## config.mk

```make
export PLATFORM = sky130hd
export DESIGN_NAME = imm_ext_pipe
export DESIGN_NICKNAME = d
export VERILOG_FILES = /design/src/rtl/imm_ext_pipe_pkg.sv /design/src/rtl/imm_ext_pipe_comb.sv /design/src/rtl/imm_ext_pipe.sv
export SDC_FILE = /design/constraint.sdc
export NUM_CORES = 1
export LEC_CHECK = 0
export ABC_AREA = 1
export CAP_MARGIN = 40
export CORE_UTILIZATION = 58
export DETAILED_ROUTE_END_ITERATION = 10
export HOLD_SLACK_MARGIN = 0.06
export MAX_ROUTING_LAYER = met4
export PLACE_DENSITY = 0.92
export SETUP_SLACK_MARGIN = 0.2
export SYNTH_ARGS = -nofsm -noshare
export SYNTH_HDL_FRONTEND = slang
export SYNTH_HIERARCHICAL = 1
export SYNTH_SLANG_ARGS = --single-unit
```

## constraint.sdc

```tcl
create_clock -name clk -period 2.1 [get_ports clk]
set_input_delay 0.42 -clock clk [delete_from_list [all_inputs] [get_ports clk]]
set_output_delay 0.42 -clock clk [all_outputs]
set_load 0.005 [all_outputs]
```

## src/rtl/imm_ext_pipe_pkg.sv

```systemverilog
// Shared mode encodings for the immediate-extension unit and the control unit
// that produces in_mode.
package imm_ext_pipe_pkg;

   localparam logic [1:0] MODE_SEXT      = 2'b00;
   localparam logic [1:0] MODE_ZEXT      = 2'b01;
   localparam logic [1:0] MODE_HI        = 2'b10;
   localparam logic [1:0] MODE_SEXT_SHL2 = 2'b11;

   localparam int unsigned BUF_DEPTH = 2;

endpackage

```

## src/rtl/imm_ext_pipe_comb.sv

```systemverilog
// Purely combinational immediate extension: sign, zero, upper-placed, or
// sign-extended branch offset shifted left by two.
module imm_ext_comb
   import imm_ext_pipe_pkg::*;
#(
   parameter int IN_W  = 16,
   parameter int OUT_W = 32
) (
   input  logic [IN_W-1:0]  imm,
   input  logic [1:0]       mode,
   output logic [OUT_W-1:0] word
);

   logic [OUT_W-1:0] sextWord;
   logic [OUT_W-1:0] zextWord;

   assign sextWord = OUT_W'($signed(imm));
   assign zextWord = OUT_W'(imm);

   // HI with IN_W == OUT_W degenerates to a zero-bit shift, i.e. a pass-through.
   always_comb begin
      word = sextWord;
      case (mode)
         MODE_SEXT:      word = sextWord;
         MODE_ZEXT:      word = zextWord;
         MODE_HI:        word = zextWord << (OUT_W - IN_W);
         MODE_SEXT_SHL2: word = sextWord << 2;
         default:        word = sextWord;
      endcase
   end

endmodule

```

## src/rtl/imm_ext_pipe.sv

```systemverilog
// Pipelined immediate extender: extension at push, then a two-entry skid buffer
// whose in_ready comes only from the registered occupancy count.
module imm_ext_pipe
   import imm_ext_pipe_pkg::*;
#(
   parameter int IN_W  = 16,
   parameter int OUT_W = 32,
   parameter int DEPTH = 2
) (
   input  logic             clk,
   input  logic             reset_n,
   input  logic             flush,
   input  logic             in_valid,
   output logic             in_ready,
   input  logic [IN_W-1:0]  in_imm,
   input  logic [1:0]       in_mode,
   output logic             out_valid,
   input  logic             out_ready,
   output logic [OUT_W-1:0] out_word,
   output logic [1:0]       out_mode
);

   if (IN_W < 2 || IN_W > OUT_W) begin : g_bad_width
      $error("imm_ext_pipe: IN_W must lie in 2..OUT_W");
   end
   if (DEPTH != int'(BUF_DEPTH)) begin : g_bad_depth
      $error("imm_ext_pipe: DEPTH must be 2");
   end

   logic [OUT_W-1:0] extWord;
   logic [1:0]       countQ, countD;
   logic [OUT_W-1:0] headWordQ, headWordD, skidWordQ, skidWordD;
   logic [1:0]       headModeQ, headModeD, skidModeQ, skidModeD;
   logic             push, pop;

   imm_ext_comb #(
      .IN_W  (IN_W),
      .OUT_W (OUT_W)
   ) uExt (
      .imm  (in_imm),
      .mode (in_mode),
      .word (extWord)
   );

   assign in_ready  = (countQ < 2'd2);
   assign out_valid = (countQ != 2'd0);
   assign out_word  = headWordQ;
   assign out_mode  = headModeQ;
   assign push      = in_valid && in_ready;
   assign pop       = out_valid && out_ready;

   // Head is always the oldest entry; skid only fills when head is occupied
   // and not leaving. Flush drops occupancy but leaves the data registers alone.
   always_comb begin
      countD    = countQ;
      headWordD = headWordQ;
      headModeD = headModeQ;
      skidWordD = skidWordQ;
      skidModeD = skidModeQ;
      if (flush) begin
         countD = 2'd0;
      end else begin
         case (countQ)
            2'd0: begin
               if (push) begin
                  headWordD = extWord;
                  headModeD = in_mode;
                  countD    = 2'd1;
               end
            end
            2'd1: begin
               if (push && pop) begin
                  headWordD = extWord;
                  headModeD = in_mode;
               end else if (push) begin
                  skidWordD = extWord;
                  skidModeD = in_mode;
                  countD    = 2'd2;
               end else if (pop) begin
                  countD = 2'd0;
               end
            end
            2'd2: begin
               if (pop) begin
                  headWordD = skidWordQ;
                  headModeD = skidModeQ;
                  countD    = 2'd1;
               end
            end
            default: countD = 2'd0;
         endcase
      end
   end

   always_ff @(posedge clk or negedge reset_n) begin
      if (!reset_n) begin
         countQ    <= 2'd0;
         headWordQ <= '0;
         headModeQ <= 2'd0;
         skidWordQ <= '0;
         skidModeQ <= 2'd0;
      end else begin
         countQ    <= countD;
         headWordQ <= headWordD;
         headModeQ <= headModeD;
         skidWordQ <= skidWordD;
         skidModeQ <= skidModeD;
      end
   end

endmodule

```

; Word level (Yosys, flattened, before mapping)
; Cells that the tools add are included.
[op_classes]
bitwise = 2
reduce_logical = 10
eq_ne = 12
n_mux = 16
magnitude_cmp = 1
[op_table]
columns = op, n
row1 = one-hot mux 32 bit (4 select lines), 1
row2 = 2-to-1 mux 32 bit, 3
row3 = one-hot mux 32 bit (3 select lines), 1
row4 = 2-to-1 mux 2 bit, 9
row5 = one-hot mux 2 bit (3 select lines), 2
row6 = != test 3 bit (second input constant), 3
row7 = AND reduction 4 bit, 2
row8 = equality test 2 bit (second input constant), 3
row9 = != test 2 bit (second input constant), 3
row10 = AND reduction 5 bit, 1
row11 = equality test 2 x 1 -> 1 bit (second input constant), 2
row12 = logical NOT 2 bit, 2
row13 = != test 4 bit (second input constant), 1
row14 = logical AND 1 bit, 3
row15 = nonzero test 3 bit, 1
row16 = less-than comparator 2 bit (second input constant), 1
row17 = NOT 1 bit, 2
row18 = nonzero test 2 bit, 1
[totals]
wordCells = 46
reg_bits = 70
output_inout_bits = 36
inputBits = 23

; Longest topological paths before layout
[logic_depth]
word_depth = 7
mapped_depth = 9
mapped_depth_nobuf = 7

; Modules after synthesis
; Netlist, hierarchy kept.
[by_module_without_submodules]
columns = mod, area_per_inst_um2, seq_area_each_um2, cells_each, instances
row1 = imm_ext_pipe, 3370.7, 1751.7, 437, 1
row2 = imm_ext_comb, 416.6, 0.0, 88, 1

; Worst setup path after synthesis
; OpenSTA, ideal clock, no wires.
[synth_path]
kind = register to output
startpoint = reg countQ[0]
endpoint = out out_valid
n_path_buf = 3
arrival_ns = 0.960
setup_slack_ns = 0.720
required_ns = 1.680
path_stages_with_launch = 6
path_cell_list = dfrtp_1 > buf_2 > inv_2 > buf_2 > buf_2 > nand2_1
[synth_via]
elab_chain_len = 1
[synth_rtl]
columns = element, line
row1 = start: declaration, imm_ext_pipe.sv:31  ; logic [1:0] countQ, countD;
row2 = start signal: assignment, imm_ext_pipe.sv:103  ; countQ <= countD;
row3 = nonzero test 2 bit, imm_ext_pipe.sv:46  ; assign out_valid = (countQ != 2'd0);
row4 = end: declaration, imm_ext_pipe.sv:17  ; output logic out_valid,
; Every way passes these cells.

; Final worst setup path
[layout_path]
startpoint = reg countQ[1]
endpoint = out in_ready
[layout_via]
elab_chain_len = 1
[layout_rtl]
columns = element, line
row1 = less-than comparator 2 bit, imm_ext_pipe.sv:45  ; assign in_ready = (countQ < 2'd2);
row2 = end: declaration, imm_ext_pipe.sv:14  ; output logic in_ready,
; Every way passes these cells.

==> results.yml <==
sta:
  setup_ws_ps: 249
  hold_ws_ps: 387
  worst_pin_slew_ps: 663
  slew_headroom_pct: 55.6
  rsz0062_at_grt: "no"
  min_period_over_period_pct: 88.2
  slew_violations: 0
  setup_viol: 0
  layout_min_cycle_time_ps: 1850
  setup_tns_ps: 0
  hold_viol_final: 0
  skew_ps: 10.1
  fmax_mhz: 540
route:
  avgViaCountPerCell: 6.09
  first_pass_iters: 6
  postRouteAntennaNets: 0
  drt-wirelength-per-cell_um: 15.5
  num_vias: 4017
  routed_wl_mm: 10.2
  drtIter0Drc: 623
  drc_errors: 0
place:
  hpwl_mm: 6.44
  dp_cells: 637
  placed_cell_area_mm2: 0.00438
  gp_congestion: 0.950
  port_buffers: 58
  post-place-ws_ps: 65.3
setup_path:
  critPathMaxFanout: 6
  setup.worst_path.class: "flip-flop to output pin"
  worstPathRequired_ps: 1680
  start_kind: "flip-flop"
  max_stage_delay_ps: 510
  crit_chain: "inv_2, clkdlybuf4s50_1"
  crit_path_end_kind: "output pin"
  slowest_stage: "clkdlybuf4s50_1"
  startpoint: "countQ[1]"
  rr_startpoint: "countQ[1]"
  cp.arrival_ps: 1430
global_routing:
  antenna_found_initial: 0
  use_met3_pct: 6.56
  grt_pass1_vias: 3579
  grt_util_all_layers_pct: 31.7
  grt_max_degree: 37
  overflow: 0
  grt_pass1_wl_mm: 16.8
  grt.busiest_layer: "met2"
  grt_use_met1_pct: 41.2
  use_met2_pct: 48.4
clock_tree:
  cts_buffer_depth: 2
  cts_tree: "built"
  clock_latency_ps: 360
  clockRootBuffer: "clkbuf_8"
  htree_num_levels: 3
  cts_made_buffers: 9
  clk_pin_slew_ps: 80
  clock-sinks: 70
power_and_ir_drop:
  peakVddDrop_mv: 0.676
  power_density_mw_per_mm2: 880
  power.total_mw: 4.10
  total_leakage_power_nw: 2.51
logic_synthesis:
  ys_async_sr_fraction_pct: 100
  synth_area_leader_cell: "dfrtp_1"
  yosysTopAreaCellShare_pct: 46.3
  syn-num-nets: 548
  synthFlopType: "dfrtp_1"
  ys_warn_count: 6
  synthesis.area_mm2: 0.00379
  synth_seq_cells: 70
  synth_area_leaders: "dfrtp_1 (46%), nand2_1 (23%), nand3_1 (19%)"
  synth_cells: 525
  syn-mean-instance-area_um2: 7.21
  ys_types: 19
  synth_edf_count: 0
  synth_commonest_cells: "nand2_1 (230), nand3_1 (144), dfrtp_1 (70), buf_2 (27), inv_1 (12)"
  synth.most_common_cell: "nand2_1"
  ys_seq_area_share_pct: 46.3
floorplanning:
  dieHeight_um: 82.8
  rows: 29
  start_util_pct: 60.0
  ios: 59
  fp.dieW_um: 82.8
  dieArea_mm2: 0.00686
  core-area_mm2: 0.00631
finish:
  fin_area_mm2: 0.00466
  area_delta_synth_final_pct: 23.0
  finalCoreUtilization_pct: 73.8
  n_fill_cell: 472
  drive_gt1_share_pct: 8.75
  finalNonFillerCells: 660
  diodes: 0
  layout.nets: 601
run_status:
  outcome: "complete, no violations"
hold_path:
  hp-class: "primary input to async pin"
run:
  cap_viol_max_count: 0
==> registers in the layout (all words and copies together), names as in the netlist <==
register / cells
out_mode: 2
skidWordQ: 32
out_word: 32
countQ: 2
skidModeQ: 2
==> layout make-up <==
| cell class | count | area (µm²) | share of cell area [%] |
|---|---|---|---|
| clock buffers | 10 | 138 | 2.96 |
| well taps | 77 | 96.3 | 2.07 |
| repair buffers | 82 | 796 | 17.1 |
| multi-input cells | 401 | 1740 | 37.3 |
| flip-flops and latches | 70 | 1750 | 37.7 |
| inverters | 14 | 52.6 | 1.13 |
| clock inverters | 6 | 85.1 | 1.83 |
==> worst max-delay path, delay by kind of cell, from the launching register on <==
kind     cells  cell delay (ps)
flops        1              460
buf+inv      2              610
==> cell usage in the layout, fill, tap and decap left out <==
cell type        instances
a21oi_1                  1
buf_12                   3
buf_2                    1
buf_4                   20
bufinv_16                2
clkbuf_8                10
clkdlybuf4s50_1         57
clkinv_2                 2
clkinvlp_4               2
dfrtp_1                 68
dfrtp_2                  2
dlygate4sd3_1            1
inv_1                   12
inv_2                    2
nand2_1                230
nand2_2                  3
nand3_1                144
nand3_2                  1
nand4_1                  3
nor2_1                   6
nor2_2                   1
nor2_4                   1
o21ai_0                  9
o21ai_1                  1
o21ai_2                  1
==> cells by family after synthesis <==
logic type      share of synthesized area, %
buf+inv                                 7.93
simple gates                            44.1
flops                                   46.3
compound gates                          1.68
==> power breakdown <==
part           switching (mW)  internal, mW
registers               0.188          1.67
clock network           0.534         0.696
logic                   0.529         0.479
==> final timing paths <==
kind | to | slack [ps] | depth (start not counted)
max | in_ready | 250 | 2
min | out_word[2] | 390 | 2
max reg2reg | out_word[8] | 510 | 6
min reg2reg | skidWordQ[14] | 480 | 2
max in group asynchronous | skidWordQ[25] | 1050 | 3
min in group clk | skidWordQ[14] | 480 | 2
==> metal layers <==
layer,routed length [µm],up-vias
met5,0,-
met4,338,0
met3,1010,51
met2,4900,285
met1,3970,1872
li1,-,1809
==> what timing repair did <==
action	CTS	global route
hold buffers	1	0
resized for setup	2	0
setup endpoints to repair	2	2
endpoints found under the hold margin	2	0
buffers inserted	0	6
Power figures use the tool's default switching activity.
